===== src/rtl/multi_delay_line.sv =====
// Multi-channel delay line with a runtime-selectable latency (0..DEPTH) and a shared valid stream.
// Define MULTI_DELAY_LINE_STALL_EN to add the i_en stall input.
module multi_delay_line #(
  parameter int WIDTH    = 8,
  parameter int CHANNELS = 2,
  parameter int DEPTH    = 4,
  localparam int SELW    = $clog2(DEPTH + 1)
) (
  input  logic                      i_clk,
  input  logic                      i_rst,
`ifdef MULTI_DELAY_LINE_STALL_EN
  input  logic                      i_en,
`endif
  input  logic [CHANNELS*WIDTH-1:0] i_d,
  input  logic                      i_valid,
  input  logic [SELW-1:0]           i_delay_sel,
  input  logic                      i_flush,
  output logic [CHANNELS*WIDTH-1:0] o_d,
  output logic                      o_valid
);

  logic             shift_en;
  logic [SELW-1:0]  eff_sel;
  logic [SELW-1:0]  sel_reg;
  logic             change;
  logic             drop;
  logic [DEPTH-1:0] vld_reg;
  logic [DEPTH-1:0] vld_next;
  logic             tap_v;

`ifdef MULTI_DELAY_LINE_STALL_EN
  assign shift_en = i_en;
`else
  assign shift_en = 1'b1;
`endif

  always_comb begin
    eff_sel = i_delay_sel;
    if (i_delay_sel > SELW'(DEPTH))
      eff_sel = SELW'(DEPTH);
  end

  assign change = (eff_sel != sel_reg);
  assign drop   = change | i_flush;

  // A change or flush discards everything in flight but keeps the sample entering this cycle.
  always_comb begin
    vld_next    = '0;
    vld_next[0] = i_valid;
    for (int k = 1; k < DEPTH; k++)
      vld_next[k] = vld_reg[k-1] & ~drop;
  end

  always_ff @(posedge i_clk or posedge i_rst) begin
    if (i_rst) begin
      vld_reg <= '0;
      sel_reg <= '0;
    end else if (shift_en) begin
      vld_reg <= vld_next;
      sel_reg <= eff_sel;
    end
  end

  always_comb begin
    tap_v = 1'b0;
    for (int k = 0; k < DEPTH; k++)
      if (eff_sel == SELW'(k + 1))
        tap_v = vld_reg[k];
  end

  always_comb begin
    if (eff_sel == '0)
      o_valid = i_valid & ~change;
    else
      o_valid = tap_v & ~change & shift_en;
  end

  // Data stages shift every enabled edge; only vld_reg decides whether a tap is meaningful.
  for (genvar gi = 0; gi < CHANNELS; gi++) begin : g_chan
    logic [WIDTH-1:0] stage_reg [DEPTH];
    logic [WIDTH-1:0] tap_d;

    always_ff @(posedge i_clk or posedge i_rst) begin
      if (i_rst) begin
        for (int k = 0; k < DEPTH; k++)
          stage_reg[k] <= '0;
      end else if (shift_en) begin
        stage_reg[0] <= i_d[gi*WIDTH +: WIDTH];
        for (int k = 1; k < DEPTH; k++)
          stage_reg[k] <= stage_reg[k-1];
      end
    end

    always_comb begin
      tap_d = i_d[gi*WIDTH +: WIDTH];
      for (int k = 0; k < DEPTH; k++)
        if (eff_sel == SELW'(k + 1))
          tap_d = stage_reg[k];
    end

    assign o_d[gi*WIDTH +: WIDTH] = tap_d;
  end

endmodule


===== config.mk =====
export PLATFORM = sky130hd
export DESIGN_NAME = multi_delay_line
export DESIGN_NICKNAME = d
export VERILOG_FILES = /design/src/rtl/multi_delay_line.sv
export SDC_FILE = /design/constraint.sdc
export NUM_CORES = 1
export LEC_CHECK = 0
export CORE_MARGIN = 3
export CORE_UTILIZATION = 47
export DETAILED_ROUTE_END_ITERATION = 7
export PLACE_DENSITY_LB_ADDON = 0.2
export SYNTH_ARGS = -nofsm -noshare
export SYNTH_HDL_FRONTEND = slang
export SYNTH_SLANG_ARGS = --single-unit

===== constraint.sdc =====
create_clock -name i_clk -period 2.22 [get_ports i_clk]
set_clock_uncertainty 0.1 [all_clocks]
set_input_delay 0.444 -clock i_clk [delete_from_list [all_inputs] [get_ports i_clk]]
set_output_delay 0.444 -clock i_clk [all_outputs]
set_load 0.05 [all_outputs]

### After elaboration in Yosys (flattened, before gate mapping)

Index checks and enable logic that the tools add are counted.

| word-level totals | value |
|---|---|
| bits in registers | 71 |
| bits of input ports | 23 |
| output and inout port bits | 17 |
| logic and storage cells | 39 |

| operators by class | value |
|---|---|
| $lt $le $gt $ge | 1 |
| equality and inequality tests | 5 |
| multiplexer cells | 14 |
| bitwise logic cells | 8 |
| reduce and logical (&&, ||, !) cells | 1 |

Operators with widths:

| kind | number |
|---|---|
| 8-bit 2-to-1 mux | 8 |
| 3-bit by 2-bit equality test with 1-bit output (second input constant) | 2 |
| 1-bit AND | 5 |
| 1-bit 2-to-1 mux | 5 |
| 3-bit by 1-bit equality test with 1-bit output (second input constant) | 1 |
| 3-bit equality test (second input constant) | 1 |
| 3-bit > comparator (second input constant) | 1 |
| 3-bit logical NOT | 1 |
| 3-bit 2-to-1 mux | 1 |
| 3-bit != test | 1 |
| 1-bit inverter | 2 |
| 1-bit bitwise OR | 1 |

### Longest topological paths before layout

| logic depth | value |
|---|---|
| word-level depth | 9 |
| gate-level depth with buffers | 5 |
| mapped depth without buffers | 3 |

### Worst setup path after synthesis

No wires, ideal clock.

| timing | value |
|---|---|
| path kind | input-to-output |
| start | input i_delay_sel[0] |
| end | output o_d[0] |
| arrival time | 1,584 ps |
| required time | 1,676 ps |
| setup slack | 92 ps |
| cell stages on the path | 4 |
| buffers on the path | 2 |
| path through | buf_6 > buf_12 > mux4_2 > mux2_2 |

| between the ends | value |
|---|---|
| longest elaborated chain between the ends | 7 |
| elaborated cells between the ends (all ways) | 10 |
| classes of those cells | order compare (1); eq/ne (4); mux (5) |

Ends and longest elaborated chain:

| what | RTL line | source |
|---|---|---|
| from (decl) | 16 | `input logic [SELW-1:0] i_delay_sel,` |
| 3-bit > comparator | 39 | `if (i_delay_sel > SELW'(DEPTH))` |
| 3-bit 2-to-1 mux (*) | 39 |  |
| 3-bit by 1-bit equality test with 1-bit output | 97 | `if (eff_sel == SELW'(k + 1))` |
| 8-bit 2-to-1 mux (3 in a row) | 97 |  |
| 8-bit 2-to-1 mux (*) | 97 |  |
| to (decl) | 18 | `output logic [CHANNELS*WIDTH-1:0] o_d,` |

Every way passes the cells marked *; elsewhere a longest branch is shown, timed or not.

### Worst setup path after layout

| timing | value |
|---|---|
| start | register g_chan[0].stage_reg[26] (netlist name) |
| end | output o_d[2] |

| between the ends | value |
|---|---|
| longest elaborated chain between the ends | 4 |

Ends and longest elaborated chain:

| what | RTL line | source |
|---|---|---|
| from (decl) | 80 | `logic [WIDTH-1:0] stage_reg [DEPTH];` |
| from (signal, indexed assignment) | 90 | `stage_reg[k] <= stage_reg[k-1];` |
| 8-bit 2-to-1 mux (4 in a row) | 97 |  |

No other way between the ends.

==> flow_metrics.env <==
export IMPL_synth_xor_xnor_area_share_pct=0.694
export IMPL_detail_route_first_pass_iterations=4
export IMPL_post_synth_top_area_cell="sky130_fd_sc_hd__dfrtp_1"
export IMPL_report_power_total_w=0.00287
export IMPL_setup_violations=0
export IMPL_synth_enable_flop_cells=0
export IMPL_worstRegToRegCells=3
export IMPL_hp_start="i_valid"
export IMPL_r2r_end="vld_reg[2]"
export IMPL_ant_nets=0
export IMPL_grt_overflow_total=0
export IMPL_synthesized_area_um2=2520
export IMPL_power_switching_share_pct=24.5
export IMPL_cp_slowest_stage_delay_ps=460
export IMPL_ys_seq_area_share_pct=70.4
export IMPL_setup_worst_path_start_class="flip-flop"
export IMPL_post_synth_num_cell_types=17
export IMPL_final_min_period_over_clock_period_pct=98.7
export IMPL_layout_setup_ws_ps=28.6
export IMPL_min_period_ps=2190
export IMPL_netlist_top_cells_area="sky130_fd_sc_hd__dfrtp_1, sky130_fd_sc_hd__mux4_1, sky130_fd_sc_hd__mux2_2"
export IMPL_r2r_slack_ps=910
export IMPL_die_x_um=79.3
export IMPL_end_kind="primary output"
export IMPL_first_global_vias=1558
export IMPL_gpl_final_weighted_congestion=0.643
export IMPL_grt_first_pass_wirelength_mm=8.46
export IMPL_synthesis_instances=125
export IMPL_power_per_cell_area_nw_per_um2=829
export IMPL_vdd_ir_drop_max_uv=532
export IMPL_hold_viol_final=0
export IMPL_design_die_area_um2=6280
export IMPL_synth_fp_nets=148
export IMPL_ys_async_sr_fraction_pct=100
export IMPL_routedWlPerCell_um=18.6
export IMPL_std_cell_rows=26
export IMPL_netlist_top_cells_count="sky130_fd_sc_hd__dfrtp_1, sky130_fd_sc_hd__mux2_2, sky130_fd_sc_hd__mux4_1"
export IMPL_slowest_stage="sky130_fd_sc_hd__mux4_2"
export IMPL_run_status="finished clean"
export IMPL_start_util_pct=49.1
export IMPL_path_class="flip-flop to primary output"
export IMPL_grt_antenna_before_repair=0
export IMPL_cell_internal_pwr_w=0.00217
export IMPL_share_seq_of_total_power_pct=48.4
export IMPL_grt_max_degree=28
export IMPL_detailroute_via_count=1322
export IMPL_first_iter_violations=83
export IMPL_fmaxAchievable_ghz=0.456
export IMPL_post_synth_top_count_cell="sky130_fd_sc_hd__dfrtp_1"
export IMPL_place_detailed_hpwl_mm=3.15
export IMPL_detail_route_vias_per_cell=5.10
export IMPL_clkTransAtPathRegs_ps=70
export IMPL_count_of_unresolved_drc_violations_after_routing=0
export IMPL_synth_area_per_cell_um2=20.2
export IMPL_synthAdderAreaFrac_pct=0
export IMPL_clock_power_share_pct=35.3
export IMPL_power_static_leakage_nw=1.56
export IMPL_pin_count=40
export IMPL_endpoint_of_the_worst_hold_timing_path="vld_reg[0]"
export IMPL_critical_path_max_fanout=2
export IMPL_cts_sinks=71
export IMPL_post_synthesis_mux_area_share_pct=23.8
export IMPL_holdPathStages=1
export IMPL_maxSlewHeadroom_pct=68.8
export IMPL_worst_path_arrival_ps=1650
export IMPL_largest_register_ffs=64
export IMPL_cp_data_required_time_ps=1680
export IMPL_synth_top_cell_area_share_pct=70.4
export IMPL_areaGrowthSynthToFinish_pct=37.1
export IMPL_cts_inserted_buffers=9
export IMPL_drv_slew=0
export IMPL_postRouteWirelength_mm=4.82
export IMPL_num_antenna_cells=0
export IMPL_pwr_share_comb_pct=16.2
export IMPL_combinational_family_with_the_most_area_after_synthesis="multiplexers"
export IMPL_synth_flop_cell="sky130_fd_sc_hd__dfrtp_1"
export IMPL_synth_compound_gate_area_share_pct=0.248
export IMPL_post_cts_hold_buffer_count=0
export IMPL_worst_skew_pair_late_latency_ps=330
export IMPL_switching_power_w=0.000701
export IMPL_hold_path_class="primary input to flip-flop"
export IMPL_clock_tree_from_tritoncts="built"
export IMPL_yosys_register_bits=71
export IMPL_grt_setup_unrepaired="yes"
export IMPL_cts_buffer_depth=2
export IMPL_fin_worst_hold_slack_ps=168
export IMPL_pre_cts_slack_ps=-514
export IMPL_final_setup_tns_ps=0
export IMPL_fp_dieH_um=79.3
export IMPL_grtUsageTotal_pct=18.3
export IMPL_portBuffers=39
export IMPL_coreArea_um2=5140
export IMPL_htreeDepth=3
export IMPL_fraction_of_layout_cells_with_a_size_suffix_above_1_pct=45.0
export IMPL_clk_root_buffer_cell="sky130_fd_sc_hd__clkbuf_8"
export IMPL_fin_nets=208
export IMPL_transition_time_at_the_pin_with_the_least_slew_margin_ps=467
export IMPL_post_synth_and_or_nand_nor_area_fraction_pct=2.48
export IMPL_total_of_warnings_raised_by_yosys=0
export IMPL_rr_startpoint="sel_reg[0]"
export IMPL_max_cap_viol_count=0
export IMPL_critical_path_cell_chain="mux4_2, mux2_4, buf_8"
## worst max-delay path, delay by kind of cell (launching register included)
family / cells / cell delay [ps]
buffers and inverters: 1 / 150
DFF: 1 / 410
muxes: 2 / 750
## power groups by stage
stage	Clock, W	Sequential [W]	Combinational, W
floorplan	0	0.00140	0.000249
global placement	0	0.00140	0.000373
detailed placement	0	0.00141	0.000379
CTS	0.00103	0.00139	0.000462
global route	0.00110	0.00140	0.000492
finish	0.00101	0.00139	0.000465
## through the flow
| step | instance area (µm²) | std cells | utilization [%] |
|---|---|---|---|
| floorplan | 2530 | 125 | - |
| global placement | 3030 | 238 | 58.9 |
| detailed placement | 3030 | 238 | 58.9 |
| CTS | 3420 | 256 | 66.5 |
| global route | 3460 | 259 | 67.3 |
| finish | 3460 | 259 | 67.3 |
## placed cells by master, fill, tap and decap left out, types with 2 or more instances in the layout
cell | Yosys | final
sky130_fd_sc_hd__buf_12 | 1 | 4
sky130_fd_sc_hd__buf_16 | 0 | 2
sky130_fd_sc_hd__buf_4 | 0 | 9
sky130_fd_sc_hd__buf_6 | 1 | 5
sky130_fd_sc_hd__buf_8 | 0 | 15
sky130_fd_sc_hd__clkbuf_8 | 0 | 11
sky130_fd_sc_hd__clkdlybuf4s50_1 | 0 | 2
sky130_fd_sc_hd__clkinvlp_4 | 0 | 2
sky130_fd_sc_hd__dfrtp_1 | 71 | 71
sky130_fd_sc_hd__dlygate4sd2_1 | 0 | 17
sky130_fd_sc_hd__mux2_4 | 0 | 15
sky130_fd_sc_hd__mux4_2 | 7 | 17
sky130_fd_sc_hd__nand2_1 | 2 | 2
sky130_fd_sc_hd__nor2b_1 | 2 | 2
sky130_fd_sc_hd__nor3b_1 | 3 | 3
sky130_fd_sc_hd__xnor2_1 | 2 | 2
## logic make-up (layout without fill, tap and decap cells)
group,count (synthesis),count (layout)
AOI/OAI and AO/OA,1,1
DFF,71,71
buffers and inverters,8,72
xor gates and xnor gates,2,2
and+or+nand+nor,10,10
muxes,33,33
## how the worst max path moves through the flow
stage	slack (ps)	start	endpoint	cells past startpoint
finish	30	g_chan[0].stage_reg[26]	o_d[2]	3
global route	-30	g_chan[0].stage_reg[22]	o_d[6]	3
CTS	0.3	i_delay_sel[0]	o_d[2]	5
detailed placement	-510	i_delay_sel[0]	o_d[15]	5
global placement	-480	i_delay_sel[0]	o_d[14]	5
floorplan	90	i_delay_sel[0]	o_d[0]	4
## timing repair
action	4_1_cts	5_1_grt
gates cloned	3	0
pin swaps	0	0
buffers inserted	0	3
endpoints found under the setup margin	17	12
resized for setup	89	5
## final cells by class
type / count / area [µm²]
Tap cell: 70 / 87.6
Multi-Input combinational cell: 46 / 712
Clock buffer: 12 / 155
Clock inverter: 3 / 42.5
Fill cell: 368 / 1680
Timing Repair Buffer: 56 / 677
Sequential cell: 71 / 1780
Inverter: 1 / 7.51
## metal layers
layer / global-route usage [%] / part of all wire (%) / up-vias
met5: 0 / 0 / -
met4: 4.47 / 1.1 / 0
met3: 6.46 / 3.9 / 6
met2: 27.5 / 50 / 38
met1: 26.0 / 45 / 705
li1: - / - / 573
Note: power is estimated with default switching activity, not from simulation.
